==> config.mk <==
export PLATFORM = sky130hd
export DESIGN_NAME = key_capture8
export DESIGN_NICKNAME = d
export VERILOG_FILES = /design/src/rtl/key_pkg.sv /design/src/rtl/key_debounce.sv /design/src/rtl/key_capture8.sv
export SDC_FILE = /design/constraint.sdc
export NUM_CORES = 1
export LEC_CHECK = 0
export CAP_MARGIN = 20
export CORE_MARGIN = 2
export CORE_UTILIZATION = 37
export CTS_CLUSTER_SIZE = 30
export DETAILED_ROUTE_END_ITERATION = 10
export GPL_TIMING_DRIVEN = 0
export SKIP_CTS_REPAIR_TIMING = 1
export SKIP_LAST_GASP = 1
export SLEW_MARGIN = 20
export SYNTH_ARGS = -nofsm -noshare
export SYNTH_HDL_FRONTEND = slang
export SYNTH_SLANG_ARGS = --single-unit
export TNS_END_PERCENT = 30
==> constraint.sdc <==
create_clock -name clk -period 1.5 [get_ports clk]
set_input_delay 0.225 -clock clk [delete_from_list [all_inputs] [get_ports clk]]
set_output_delay 0.225 -clock clk [all_outputs]
set_load 0.03 [all_outputs]
==> src/rtl/key_pkg.sv <==
// Shared state type, key width and default debounce length for key_capture8.
// The debounce filter is built only when KEY_CAPTURE_DEBOUNCE_EN is defined.
package key_pkg;

  localparam int KEY_W = 8;
  localparam int unsigned DB_CYCLES_DEFAULT = 32'd1000000;

  typedef enum logic [1:0] {
    IDLE     = 2'd0,
    HOLD     = 2'd1,
    WAIT_REL = 2'd2
  } keyState_t;

  // Later (higher) indices overwrite earlier ones, so the top set bit wins.
  function automatic logic [KEY_W-1:0] highestOneHot(input logic [KEY_W-1:0] vec);
    logic [KEY_W-1:0] res;
    res = '0;
    for (int i = 0; i < KEY_W; i++) begin
      if (vec[i]) begin
        res    = '0;
        res[i] = 1'b1;
      end
    end
    return res;
  endfunction

endpackage

==> src/rtl/key_debounce.sv <==
// One push-button bit: two-flop synchronizer followed by an optional debounce filter.
// Filter present only with KEY_CAPTURE_DEBOUNCE_EN; otherwise the level is the synchronized bit.
module key_debounce
  import key_pkg::*;
#(
  parameter int unsigned DB_CYCLES = DB_CYCLES_DEFAULT
) (
  input  logic clk,
  input  logic rst_n,
  input  logic iKey,
  output logic oLevel
);

  logic [1:0] sync_r;

  // Two-flop synchronizer for the raw asynchronous button.
  always_ff @(posedge clk or negedge rst_n) begin
    if (!rst_n) begin
      sync_r <= 2'b00;
    end else begin
      sync_r <= {sync_r[0], iKey};
    end
  end

`ifdef KEY_CAPTURE_DEBOUNCE_EN
  localparam int unsigned CNT_W = $clog2(DB_CYCLES + 32'd1);
  localparam logic [CNT_W-1:0] CNT_LAST = CNT_W'(DB_CYCLES - 32'd1);

  logic [CNT_W-1:0] count_r;
  logic             level_r;

  // The flip happens on the DB_CYCLES-th consecutive mismatching edge.
  always_ff @(posedge clk or negedge rst_n) begin
    if (!rst_n) begin
      count_r <= '0;
      level_r <= 1'b0;
    end else if (sync_r[1] == level_r) begin
      count_r <= '0;
    end else if (count_r == CNT_LAST) begin
      count_r <= '0;
      level_r <= ~level_r;
    end else begin
      count_r <= count_r + 1'b1;
    end
  end

  assign oLevel = level_r;
`else
  // DB_CYCLES only shapes the filter, which this build leaves out.
  if (DB_CYCLES == 32'd0) begin : gNoFilter
  end

  assign oLevel = sync_r[1];
`endif

endmodule

==> src/rtl/key_capture8.sv <==
// Eight debounced push-buttons feeding a one-hot capture register with ack handshake.
// Debounce filtering is enabled by defining KEY_CAPTURE_DEBOUNCE_EN.
module key_capture8
  import key_pkg::*;
#(
  parameter int unsigned DB_CYCLES = DB_CYCLES_DEFAULT
) (
  input  logic             clk,
  input  logic             rst_n,
  input  logic [KEY_W-1:0] iKey,
  input  logic             iAck,
  output logic [KEY_W-1:0] oData,
  output logic             oValid
);

  logic [KEY_W-1:0] level_s;
  logic [KEY_W-1:0] levelPrev_r;
  logic [KEY_W-1:0] press_s;
  keyState_t        state_r;

  for (genvar i = 0; i < KEY_W; i++) begin : gKey
    key_debounce #(
      .DB_CYCLES(DB_CYCLES)
    ) uDebounce (
      .clk   (clk),
      .rst_n (rst_n),
      .iKey  (iKey[i]),
      .oLevel(level_s[i])
    );
  end

  // Only rising debounced levels count as presses.
  assign press_s = level_s & ~levelPrev_r;

  // Previous debounced levels for edge detection.
  always_ff @(posedge clk or negedge rst_n) begin
    if (!rst_n) begin
      levelPrev_r <= '0;
    end else begin
      levelPrev_r <= level_s;
    end
  end

  // Capture FSM; presses outside IDLE are simply dropped.
  always_ff @(posedge clk or negedge rst_n) begin
    if (!rst_n) begin
      state_r <= IDLE;
      oData   <= '0;
      oValid  <= 1'b0;
    end else begin
      case (state_r)
        IDLE: begin
          if (|press_s) begin
            oData   <= highestOneHot(press_s);
            oValid  <= 1'b1;
            state_r <= HOLD;
          end
        end
        HOLD: begin
          if (iAck) begin
            oData   <= '0;
            oValid  <= 1'b0;
            state_r <= WAIT_REL;
          end
        end
        WAIT_REL: begin
          if (level_s == '0) begin
            state_r <= IDLE;
          end
        end
        default: begin
          oData   <= '0;
          oValid  <= 1'b0;
          state_r <= IDLE;
        end
      endcase
    end
  end

endmodule

; ---- Yosys cells after proc, flatten, opt, wreduce, memory -nomap -nowiden
; Cells that the tools add are included.
[op_classes]
add_sub_neg = 0
mul = 0
div = 0
n_lt_le_gt_ge = 0
n_eq_ne = 5
shifts = 0
mux = 18
bitwise = 3
n_reduce_logical = 5
[op_table]
columns = op, n
row1 = 8-bit 2-to-1 mux, 9
row2 = 8-bit case mux with 3 select lines, 1
row3 = 8-bit AND, 1
row4 = 8-bit logical NOT, 1
row5 = 8-bit inverter, 1
row6 = 8-bit OR reduction, 1
row7 = 2-bit 2-to-1 mux, 3
row8 = "2-bit inequality test, second input constant", 3
row9 = 2-bit case mux with 3 select lines, 1
row10 = 3-bit AND reduction, 2
row11 = 1-bit 2-to-1 mux, 3
row12 = 1-bit case mux with 3 select lines, 1
row13 = "2-bit by 1-bit == test with 1-bit output, second input constant", 1
row14 = "2-bit == test, second input constant", 1
row15 = 2-bit logical NOT, 1
row16 = 1-bit inverter, 1
[word_totals]
regBits = 35
latchBits = 0
mem_bits_rw = 0
rom_bits = 0
in_bits = 11
output_inout_bits = 9
elab_cells = 43
n_memories = 0

; ---- Depth between registers and ports, before layout
; Gate-level depths: netlist of run 1.
[logic_depth]
ltp_word = 12
depth_mapped = 5
mapped_depth_nobuf = 4

; ---- Modules after synthesis
; From an unflattened synthesis of run 1, not the netlist that was laid out.
[unflattened]
cells_unflattened = 84
hier_area_um2 = 1260.0
[by_module_without_submodules]
columns = module, n_inst, cells_per_inst, area_per_inst_um2, seq_area_each_um2
row1 = key_capture8, 1, 68, 859.6, 475.5
row2 = key_debounce, 8, 2, 50.0, 50.0

; ---- Worst setup path before layout of run 1
; No wires, ideal clock.
[synth_timing]
path_kind = reg2reg
startpoint = register state_r[1]
endpoint = register oValid
setup_ps = 132
arrival_time_ps = 1468
path_slack_ps = -100
stages_incl_launch_ff = 6
path_buffers = 1
cell_sequence = dfrtp_1 buf_6 or2_4 nor4_4 and3_2 o211ai_1
[synth_between]
elab_chain_cells = 3
word_cells_on_any_way = 8
cone_classes = eq/ne (4) / mux (1) / bitwise (1) / reduce/logical (2)
[synth_lines]
columns = element, line
row1 = start: declaration, key_capture8.sv:19  ; keyState_t state_r;
row2 = start signal: assignment, key_capture8.sv:47  ; state_r <= IDLE;
row3 = start signal: assignment, key_capture8.sv:56  ; state_r <= HOLD;
row4 = start signal: assignment, key_capture8.sv:63  ; state_r <= WAIT_REL;
row5 = 2-bit by 1-bit == test with 1-bit output (tied with other cells), key_capture8.sv:51  ; case (state_r)
row6 = 2-bit inequality test (no line) / 1-bit inverter (equally long branches), n/a
row7 = 3-bit AND reduction (no line), n/a
row8 = end signal: assignment, key_capture8.sv:49  ; oValid <= 1'b0;
row9 = end signal: assignment, key_capture8.sv:55  ; oValid <= 1'b1;
row10 = end signal: assignment, key_capture8.sv:62  ; oValid <= 1'b0;
row11 = end: declaration, key_capture8.sv:13  ; output logic oValid
; Several ways; a longest one is shown, not always the timed one.
; A chain may end at the register's enable or synchronous reset.

; ---- Worst setup path after layout of run 1
[layout_timing]
startpoint = register oData[0]
endpoint = output oData[0]
[layout_rtl]
columns = element, line
row1 = start: declaration, key_capture8.sv:12  ; output logic [KEY_W-1:0] oData,
row2 = start signal: assignment, key_capture8.sv:54  ; oData <= highestOneHot(press_s);
; No word-level cell between the ends.

==> results of run 1 <==
-- sequential cells by signal, summed over array words and instances (netlist names) --
| signal | count |
|---|---|
| state_r | 2 |
| oValid | 1 |
| gKey.uDebounce.sync_r | 16 |
| levelPrev_r | 8 |
| oData | 8 |
-- per-layer routing --
layer | track usage (%) | vias up
met5 | 0 | -
met4 | 4.17 | 0
met3 | 6.16 | 8
met2 | 18.8 | 29
met1 | 14.4 | 380
li1 | - | 389
-- cell type report --
| type | instances | area (µm²) | area share, % |
|---|---|---|---|
| Sequential cell | 35 | 876 | 51.3 |
| Multi-Input combinational cell | 51 | 379 | 22.2 |
| Timing Repair Buffer | 27 | 274 | 16.1 |
| Tap cell | 46 | 57.6 | 3.37 |
| Clock buffer | 6 | 51.3 | 3.01 |
| Clock inverter | 2 | 35.0 | 2.05 |
| Inverter | 6 | 22.5 | 1.32 |
| Buffer | 1 | 11.3 | 0.660 |
-- synthesized netlist by cell type, drive strengths merged (2+ instances only) --
cell,n
o21ai,6
nand4,2
nor2b,7
a31oi,2
inv,6
nand2,7
nor4,2
o32ai,2
dfrtp,35
a21oi,5
nor2,2
nand2b,3
or4,2
nand3b,2
-- final timing paths --
check	start	endpoint	slack, ns	cells past startpoint
setup / recovery	oData[0]	oData[0]	-0.13	1
hold / removal	rst_n	oData[7]	0.32	2
setup reg to reg	state_r[1]	oValid	-0.11	6
hold reg to reg	gKey[4].uDebounce.sync_r[0]	gKey[4].uDebounce.sync_r[1]	0.36	0
max in group asynchronous	rst_n	gKey[2].uDebounce.sync_r[0]	0.77	3
min in group clk	iKey[3]	gKey[3].uDebounce.sync_r[0]	0.34	1
-- through the flow --
| step | instance area [µm²] | instances | TNS [ns] | util, % |
|---|---|---|---|---|
| floorplan | 1250 | 93 | -0.388 | - |
| global placement | 1500 | 158 | -18.18 | 45.8 |
| detailed placement | 1530 | 159 | -1.89 | 46.4 |
| CTS | 1610 | 167 | -3.21 | 49.1 |
| global route | 1710 | 174 | -2.48 | 52.0 |
| finish | 1710 | 174 | -1.09 | 52.0 |
-- report_power, final --
| group | switching (mW) | leakage, nW | internal (mW) |
|---|---|---|---|
| combinational | 0.418 | 0.259 | 0.400 |
| sequential | 0.0759 | 0.425 | 1.05 |
| clock | 0.290 | 0.0482 | 0.394 |
-- cell families after synthesis --
group | share of synthesized area (%)
flip-flops | 69.8
AND/OR/NAND/NOR | 17.6
AO/OA/AOI/OAI | 9.87
buffers and inverters | 2.69
-- layout by cell type, fill, tap and decap left out, types with 2 or more instances in the layout --
cell type and count:
dfrtp_1 35, clkdlybuf4s50_1 17, nor2b_1 7, inv_1 6, nand2_1 6, a21oi_1 5, clkbuf_4 5, buf_4 5
o21ai_0 4, nand2b_1 3, nor4_4 2, buf_6 2, nor2_1 2, o21ai_1 2, nand4_1 2, nand3b_1 2
o32ai_2 2, or4_1 2
==> summary.txt, run 1 <==
Status
  – Status: finished with violations
  – Failing checks: setup timing

Finish
  – Filler Cell Count: around 300
  – Layout cells sized above 1: 21.9%
  – Nets@finish: 138
  – Ant diodes: 0
  – Synth-to-Final Area Change: 36.0%

Logic synthesis
  – Ys Warns: 0
  – Net Count, Synth: approximately 100
  – Synth top area cells: dfrtp_1 (70%), nor2b_1 (3.5%), a21oi_1 (2.0%)
  – Mean post-synth cell area: between 10 and 15 µm²
  – Mapped Area: 1250 µm²
  – Syn Inst Count: 93
  – Library cells used by synthesis: 29
  – Post-synthesis register bit count: 35
  – Primary FF master, synth: dfrtp_1
  – Sequential area share after synthesis: 69.8%
  – Post-synth ARST share: between 90% and 100%
  – Yosys top cell area share: 69.8%
  – Post-synth top area cell: dfrtp_1
  – Post-synth EDFFs: 0

STA
  – Max-slew violations: 0
  – Slew @ Worst Pin: 0.511 ns
  – Slew HR: 65.9%
  – Final Hold Fails: 0
  – Hold slack: between 0.3 and 0.4 ns
  – Highest Clock Rate: 0.614 GHz
  – Fin crit share: 109%
  – Setup Skew: 0.00385 ns
  – Unrepaired setup endpoints after global routing: true
  – Setup violations, final: 16
  – Fin crit period: 1.63 ns
  – Final worst slack: -0.129 ns

Drt
  – Top routing layer used: met4
  – First-pass DRT Iterations: 4
  – Drt via density: 4.63
  – Wirelength, routed: between 2000 and 2500 µm
  – DRT iter0 DRCs: 41
  – Final ANT Viol Nets: 0
  – DRC Markers: 0
  – Met1 Wirelength: roughly 930 µm
  – Met3 routed WL: 106 µm
  – Via Count: roughly 810
  – Detailed-route wire length per cell: 11.9 µm
  – DR WL met2: 996 µm

Critical path
  – CP delay by family, top: buffers and inverters
  – CP bufs+invs: 1
  – Crit path kind: flip-flop to primary output
  – Data required, critical path: roughly 1.3 ns
  – Critical Path Max Stage Delay: 0.69 ns
  – Crit-path cells: clkdlybuf4s50_1
  – Worst path arrival time: 1.40 ns
  – Worst setup SP type: flip-flop
  – Crit end category: primary output
  – Worst-path fanout max: 3
  – Crit-path slowest cell: clkdlybuf4s50_1

Power
  – Tot Pwr: 2.63 mW
  – Static leakage: ~0.73 nW
  – Power Density: 1540 nW/µm²
  – Worst VDD drop: 0.000690 V

Floorplanning
  – Core ar.: 3280 µm²
  – Io pins: 20
  – Die ar.: 3870 µm²
  – Die span in x: 62.2 µm
  – # rows: 21
  – Initial Utilization: 38.2%
  – Die H: 62.2 µm

CTS
  – Total clock sinks: 35
  – Clock transition at path regs: ~0.1 ns
  – Clk buf depth: 2
  – Num CTS Buffers: 5
  – H-Tree Depth: 2
  – CTS tree: yes
  – CTS Root Buffer Type: clkbuf_4
  – Worst-skew pair later-pin latency: 0.32 ns

Place
  – Post-place setup slack: -0.265 ns
  – HPWL after detailed placement: 1430 µm
  – Final GP Congestion: 0.825
  – IO Port Bufs: 19

Global routing
  – Largest net degree at the start of global routing: 26
  – Global route overflow: 0
  – Initial antenna violation count: 0
  – GRT Util Overall: between 10% and 20%
  – Vias in the first global route: 781
  – First-pass GRT wire length: 3530 µm

Run
  – Max_cap viols: 0

Worst hold path
  – Hold Path Class: input pin to asynchronous set/reset pin
Power figures use the tool's default switching activity.
==> run 2, diff against run 1 <==
- CORE_UTILIZATION: 37 -> 46
- PLACE_DENSITY: default -> 0.73
==> summary.txt, run 2 (synthesized netlist as in run 1, its figures left out) <==
Critical path
  – FF-to-FF setup slack: -0.24 ns
  – Worst-path fanout max: 6
  – Data required, critical path: ~1.7 ns
  – Setup crit start: state_r[1]
  – Crit end category: flip-flop
  – Worst path arrival time: around 2.0 ns
  – Worst setup endpoint: oData[2]
  – Crit path kind: flip-flop to flip-flop
  – Worst setup SP type: flip-flop
  – Reg-to-reg critical path startpoint: state_r[1]
  – Worst r2r path cells: 6
  – Reg-to-Reg End: oData[2]

Drt
  – Detailed-route wire length per cell: 12.7 µm
  – First-pass DRT Iterations: 4
  – Via Count: 794
  – Wirelength, routed: roughly 2000 µm
  – DRC Markers: 0
  – DRT iter0 DRCs: 13
  – Drt via density: 5.06
  – Final ANT Viol Nets: 0

STA
  – Slew HR: 68.6%
  – Slew @ Worst Pin: about 0.47 ns
  – Final Hold Fails: 0
  – Setup violations, final: 18
  – Setup Skew: 0.0114 ns
  – Fin crit share: 116%
  – Final worst slack: -0.236 ns
  – Fin crit period: roughly 1.7 ns
  – Unrepaired setup endpoints after global routing: true
  – Hold slack: 0.271 ns
  – Max-slew violations: 0
  – Highest Clock Rate: between 0.5 and 0.6 GHz

Floorplanning
  – # rows: 18
  – Initial Utilization: between 40% and 50%
  – Core ar.: 2520 µm²
  – Die ar.: 3160 µm²
  – Die span in x: ~56 µm
  – Io pins: 20
  – Die H: 56.2 µm

CTS
  – Total clock sinks: 35
  – Clk buf depth: 2
  – Num CTS Buffers: 5
  – Worst-skew pair later-pin latency: 0.32 ns
  – CTS Root Buffer Type: clkbuf_4
  – H-Tree Depth: 2
  – CTS tree: yes
  – Clock transition at path regs: 0.10 ns

Run
  – Max_cap viols: 0

Place
  – HPWL after detailed placement: roughly 1400 µm
  – IO Port Bufs: 19
  – Final GP Congestion: ~0.83
  – DP Area: ~1500 µm²

Finish
  – Sequential standard cell area: 876 µm²
  – Max FFs per register: 16
  – Ant diodes: 0
  – Leading cell type in the layout, fill and taps excluded: dfrtp_1
  – Largest regs: gKey.uDebounce.sync_r: 16 flops, levelPrev_r: 8 flops, oData: 8 flops
  – Post-route design area: 1630 µm²
  – Filler Cell Count: 210
  – Layout cells sized above 1: 20.5%
  – Area of the multi-input gates: 363 µm²
  – Largest reg by FF count: gKey.uDebounce.sync_r
  – Synth-to-Final Area Change: 29.6%
  – Nets@finish: 138
  – Commonest cells after routing, fill and taps aside: dfrtp_1 (35), clkdlybuf4s50_1 (18), nor2b_1 (7)

Global routing
  – GRT Util Overall: 14.3%
  – Vias in the first global route: around 750
  – Global route overflow: 0
  – Initial antenna violation count: 0
  – First-pass GRT wire length: 3420 µm
  – Largest net degree at the start of global routing: 28

Power
  – Static leakage: 0.693 nW
  – Worst VDD drop: 0.00111 V
  – Tot Pwr: 2.40 mW
  – Power Density: 1480 nW/µm²

Status
  – Failing checks: setup timing
  – Status: finished with violations

Worst hold path
  – Hold Path Class: input pin to asynchronous set/reset pin
## run 2: cell types whose count changed in the layout (fill, tap and decap cells not counted), sizes merged
cell / before / now
bufinv: 1 / 0
clkdlybuf4s50: 17 / 18
dlymetal6s2s: 1 / 0
## run 2: how the worst min path moves through the flow
stage / slack [ns] / start / cells past startpoint / to
floorplan: -0.07 / rst_n / 0 / gKey[0].uDebounce.sync_r[0]
global placement: 0.33 / gKey[4].uDebounce.sync_r[0] / 0 / gKey[4].uDebounce.sync_r[1]
detailed placement: 0.09 / rst_n / 1 / oData[7]
CTS: -0.27 / rst_n / 1 / oData[7]
global route: 0.28 / rst_n / 2 / oData[7]
finish: 0.27 / rst_n / 2 / oData[7]
## run 2: critical path, cell delays in order, from the launching register on
cell     delay [ns]
dfrtp_1        0.40
buf_6          0.13
or2_4          0.25
nor4_4         0.35
buf_4          0.20
nand2_2        0.07
o32ai_1        0.23
## run 2: report_power, final
part	internal, mW	switching [mW]	leakage (nW)
Combinational	0.382	0.399	0.234
Sequential	1.05	0.0775	0.425
Clock	0.217	0.273	0.0341
## run 2: area by class of cell
cell class | instances | area share [%]
tap | 30 | 2.31
timing repair buffer | 27 | 16.0
multi-input combinational | 51 | 22.3
clock buffer | 6 | 3.15
sequential | 35 | 53.8
clock inverter | 1 | 0.308
buffer | 1 | 0.692
inverter | 6 | 1.38
## run 2: stage by stage
stage / setup slack [ns] / utilization (%) / setup TNS (ns) / instances
6_report: -0.236 / 64.5 / -2.08 / 157
4_1_cts: -0.272 / 61.6 / -2.97 / 150
5_1_grt: -0.276 / 64.5 / -3.35 / 157
3_5_place_dp: -0.251 / 59.4 / -1.71 / 143
3_3_place_gp: -0.460 / 58.8 / -17.46 / 142
2_1_floorplan: -0.100 / - / -0.388 / 93
## run 2: metal layers
metal	vias to the layer above	wire length [µm]	track usage, %
li1	392	-	-
met1	378	885	18.6
met5	-	0	0
met2	24	980	22.4
met4	0	0	3.06
met3	0	124	6.28
==> run 3, diff against run 2 <==
- SLEW_MARGIN: 20 -> default
==> summary.txt, run 3 (synthesized netlist as in run 1, its figures left out) <==
Status
  – Status: finished with violations
  – Failing checks: setup timing

STA
  – Unrepaired setup endpoints after global routing: true
  – Setup Skew: approximately 0.0090 ns
  – Highest Clock Rate: about 0.58 GHz
  – Fin crit period: 1.72 ns
  – Slew HR: 50.8%
  – Setup violations, final: 19
  – Final worst slack: -0.218 ns
  – Slew @ Worst Pin: between 0.7 and 0.8 ns
  – Fin crit share: 115%
  – Setup TNS: -2.09 ns
  – Max-slew violations: 0
  – Final Hold Fails: 0

Finish
  – Synth-to-Final Area Change: 29.2%
  – Leading cell type in the layout, fill and taps excluded: dfrtp_1
  – Nets@finish: 137
  – Largest reg by FF count: gKey.uDebounce.sync_r
  – Ant diodes: 0
  – Commonest cells after routing, fill and taps aside: dfrtp_1 (35), clkdlybuf4s50_1 (18), nor2b_1 (7)
  – Layout cells sized above 1: a little over a fifth
  – Filler Cell Count: just over 200
  – Max FFs per register: 16
  – Largest regs: gKey.uDebounce.sync_r: 16 flops, levelPrev_r: 8 flops, oData: 8 flops

Critical path
  – Worst setup SP type: flip-flop
  – Worst setup endpoint: oValid
  – Data required, critical path: between 1.5 and 2 ns
  – Setup crit start: state_r[1]
  – FF-to-FF setup slack: -0.22 ns
  – Worst r2r path cells: 6
  – Reg-to-Reg End: oValid
  – Reg-to-reg critical path startpoint: state_r[1]
  – Crit path kind: flip-flop to flip-flop
  – Worst path arrival time: 1.91 ns
  – Worst-path fanout max: 6
  – Crit end category: flip-flop

Drt
  – DRC Markers: 0
  – Via Count: between 800 and 900
  – Final ANT Viol Nets: 0
  – DRT iter0 DRCs: 23
  – Detailed-route wire length per cell: 12.7 µm
  – Drt via density: 5.18
  – Wirelength, routed: 1980 µm
  – First-pass DRT Iterations: 7

CTS
  – Num CTS Buffers: 5
  – H-Tree Depth: 2
  – CTS Root Buffer Type: clkbuf_4
  – Clk buf depth: 2
  – Worst-skew pair later-pin latency: 0.32 ns
  – Clock transition at path regs: about 0.10 ns
  – CTS tree: yes
  – Total clock sinks: 35

Power
  – Worst VDD drop: between 0.001 and 0.0015 V
  – Switching Share: roughly a third
  – Clock network power share: about 20%
  – Power Density: 1480 nW/µm²
  – Internal power: 1.65 mW
  – Static leakage: 0.686 nW
  – Comb power frac: 32.6%
  – Psw: 0.754 mW
  – Fraction of power consumed by sequential logic: 47.1%

Floorplanning
  – Die H: 56.2 µm
  – Core ar.: 2520 µm²
  – Initial Utilization: 49.8%
  – Io pins: 20
  – Die ar.: 3160 µm²
  – # rows: 18
  – Die span in x: 56.2 µm

Global routing
  – Initial antenna violation count: 0
  – Vias in the first global route: about 740
  – GRT Util Overall: 14.4%
  – First-pass GRT wire length: between 3000 and 4000 µm
  – Global route overflow: 0
  – Largest net degree at the start of global routing: 36

Worst hold path
  – Hold Path Class: input pin to flip-flop

Place
  – HPWL after detailed placement: approximately 1400 µm
  – Final GP Congestion: 0.833
  – Post-place setup slack: -0.244 ns
  – IO Port Bufs: 19

Run
  – Max_cap viols: 0
run 3: cell count changes in the layout (fill, tap and decap cells not counted):
cell | previous run | this run
buf_12 | 1 | 0
o32ai_1 | 1 | 0
o32ai_2 | 1 | 2
and3_4 | 0 | 1
o21ai_2 | 0 | 1
o21ai_1 | 2 | 1
and3_2 | 1 | 0
run 3: how the worst min path moves through the flow:
stage	start	endpoint	cells past startpoint	slack, ns
2_1_floorplan	rst_n	gKey[0].uDebounce.sync_r[0]	0	-0.07
3_3_place_gp	gKey[4].uDebounce.sync_r[0]	gKey[4].uDebounce.sync_r[1]	0	0.33
3_5_place_dp	rst_n	oData[7]	1	0.33
4_1_cts	rst_n	oData[7]	1	-0.04
5_1_grt	iKey[7]	gKey[7].uDebounce.sync_r[0]	1	0.32
6_report	iKey[2]	gKey[2].uDebounce.sync_r[0]	1	0.34
run 3: routing by layer:
| metal | vias up | share of wire, % | track usage [%] |
|---|---|---|---|
| met5 | - | 0 | 0 |
| met4 | 0 | 0 | 4.08 |
| met3 | 0 | 5.7 | 6.51 |
| met2 | 26 | 49 | 21.7 |
| met1 | 392 | 45 | 18.9 |
| li1 | 390 | - | - |
run 3: critical path: stages, from the launching register on:
cell	delay (ns)
dfrtp_1	0.39
buf_6	0.13
or2_4	0.25
nor4_4	0.37
buf_4	0.19
and3_4	0.19
o211ai_1	0.09
run 3: area by class of cell:
| cell class | instances | area (µm²) | area share (%) |
|---|---|---|---|
| multi-input combinational | 51 | 378 | 23.3 |
| timing repair buffer | 26 | 240 | 14.8 |
| tap | 30 | 37.5 | 2.31 |
| buffer | 1 | 11.3 | 0.694 |
| clock buffer | 6 | 51.3 | 3.16 |
| sequential | 35 | 876 | 54.0 |
| clock inverter | 1 | 5.00 | 0.309 |
| inverter | 6 | 22.5 | 1.39 |
run 3: stage by stage:
stage	cells	cell area [µm²]	hold slack [ns]	utilization (%)	power, mW
detailed placement	142	1480	0.329	58.6	1.81
global route	156	1620	0.320	64.3	2.56
CTS	149	1530	-0.0367	60.8	2.31
floorplan	93	1250	-0.0706	-	1.58
finish	156	1620	0.343	64.3	2.40
global placement	142	1480	0.331	58.8	1.78
run 3: power groups by stage:
| stage | Combinational, mW | Sequential, mW | Clock [mW] |
|---|---|---|---|
| final | 0.782 | 1.13 | 0.486 |
| after global routing | 0.851 | 1.15 | 0.555 |
| after CTS | 0.655 | 1.13 | 0.521 |
| after detailed placement | 0.654 | 1.15 | 0 |
| after global placement | 0.642 | 1.14 | 0 |
| after floorplan | 0.341 | 1.24 | 0 |
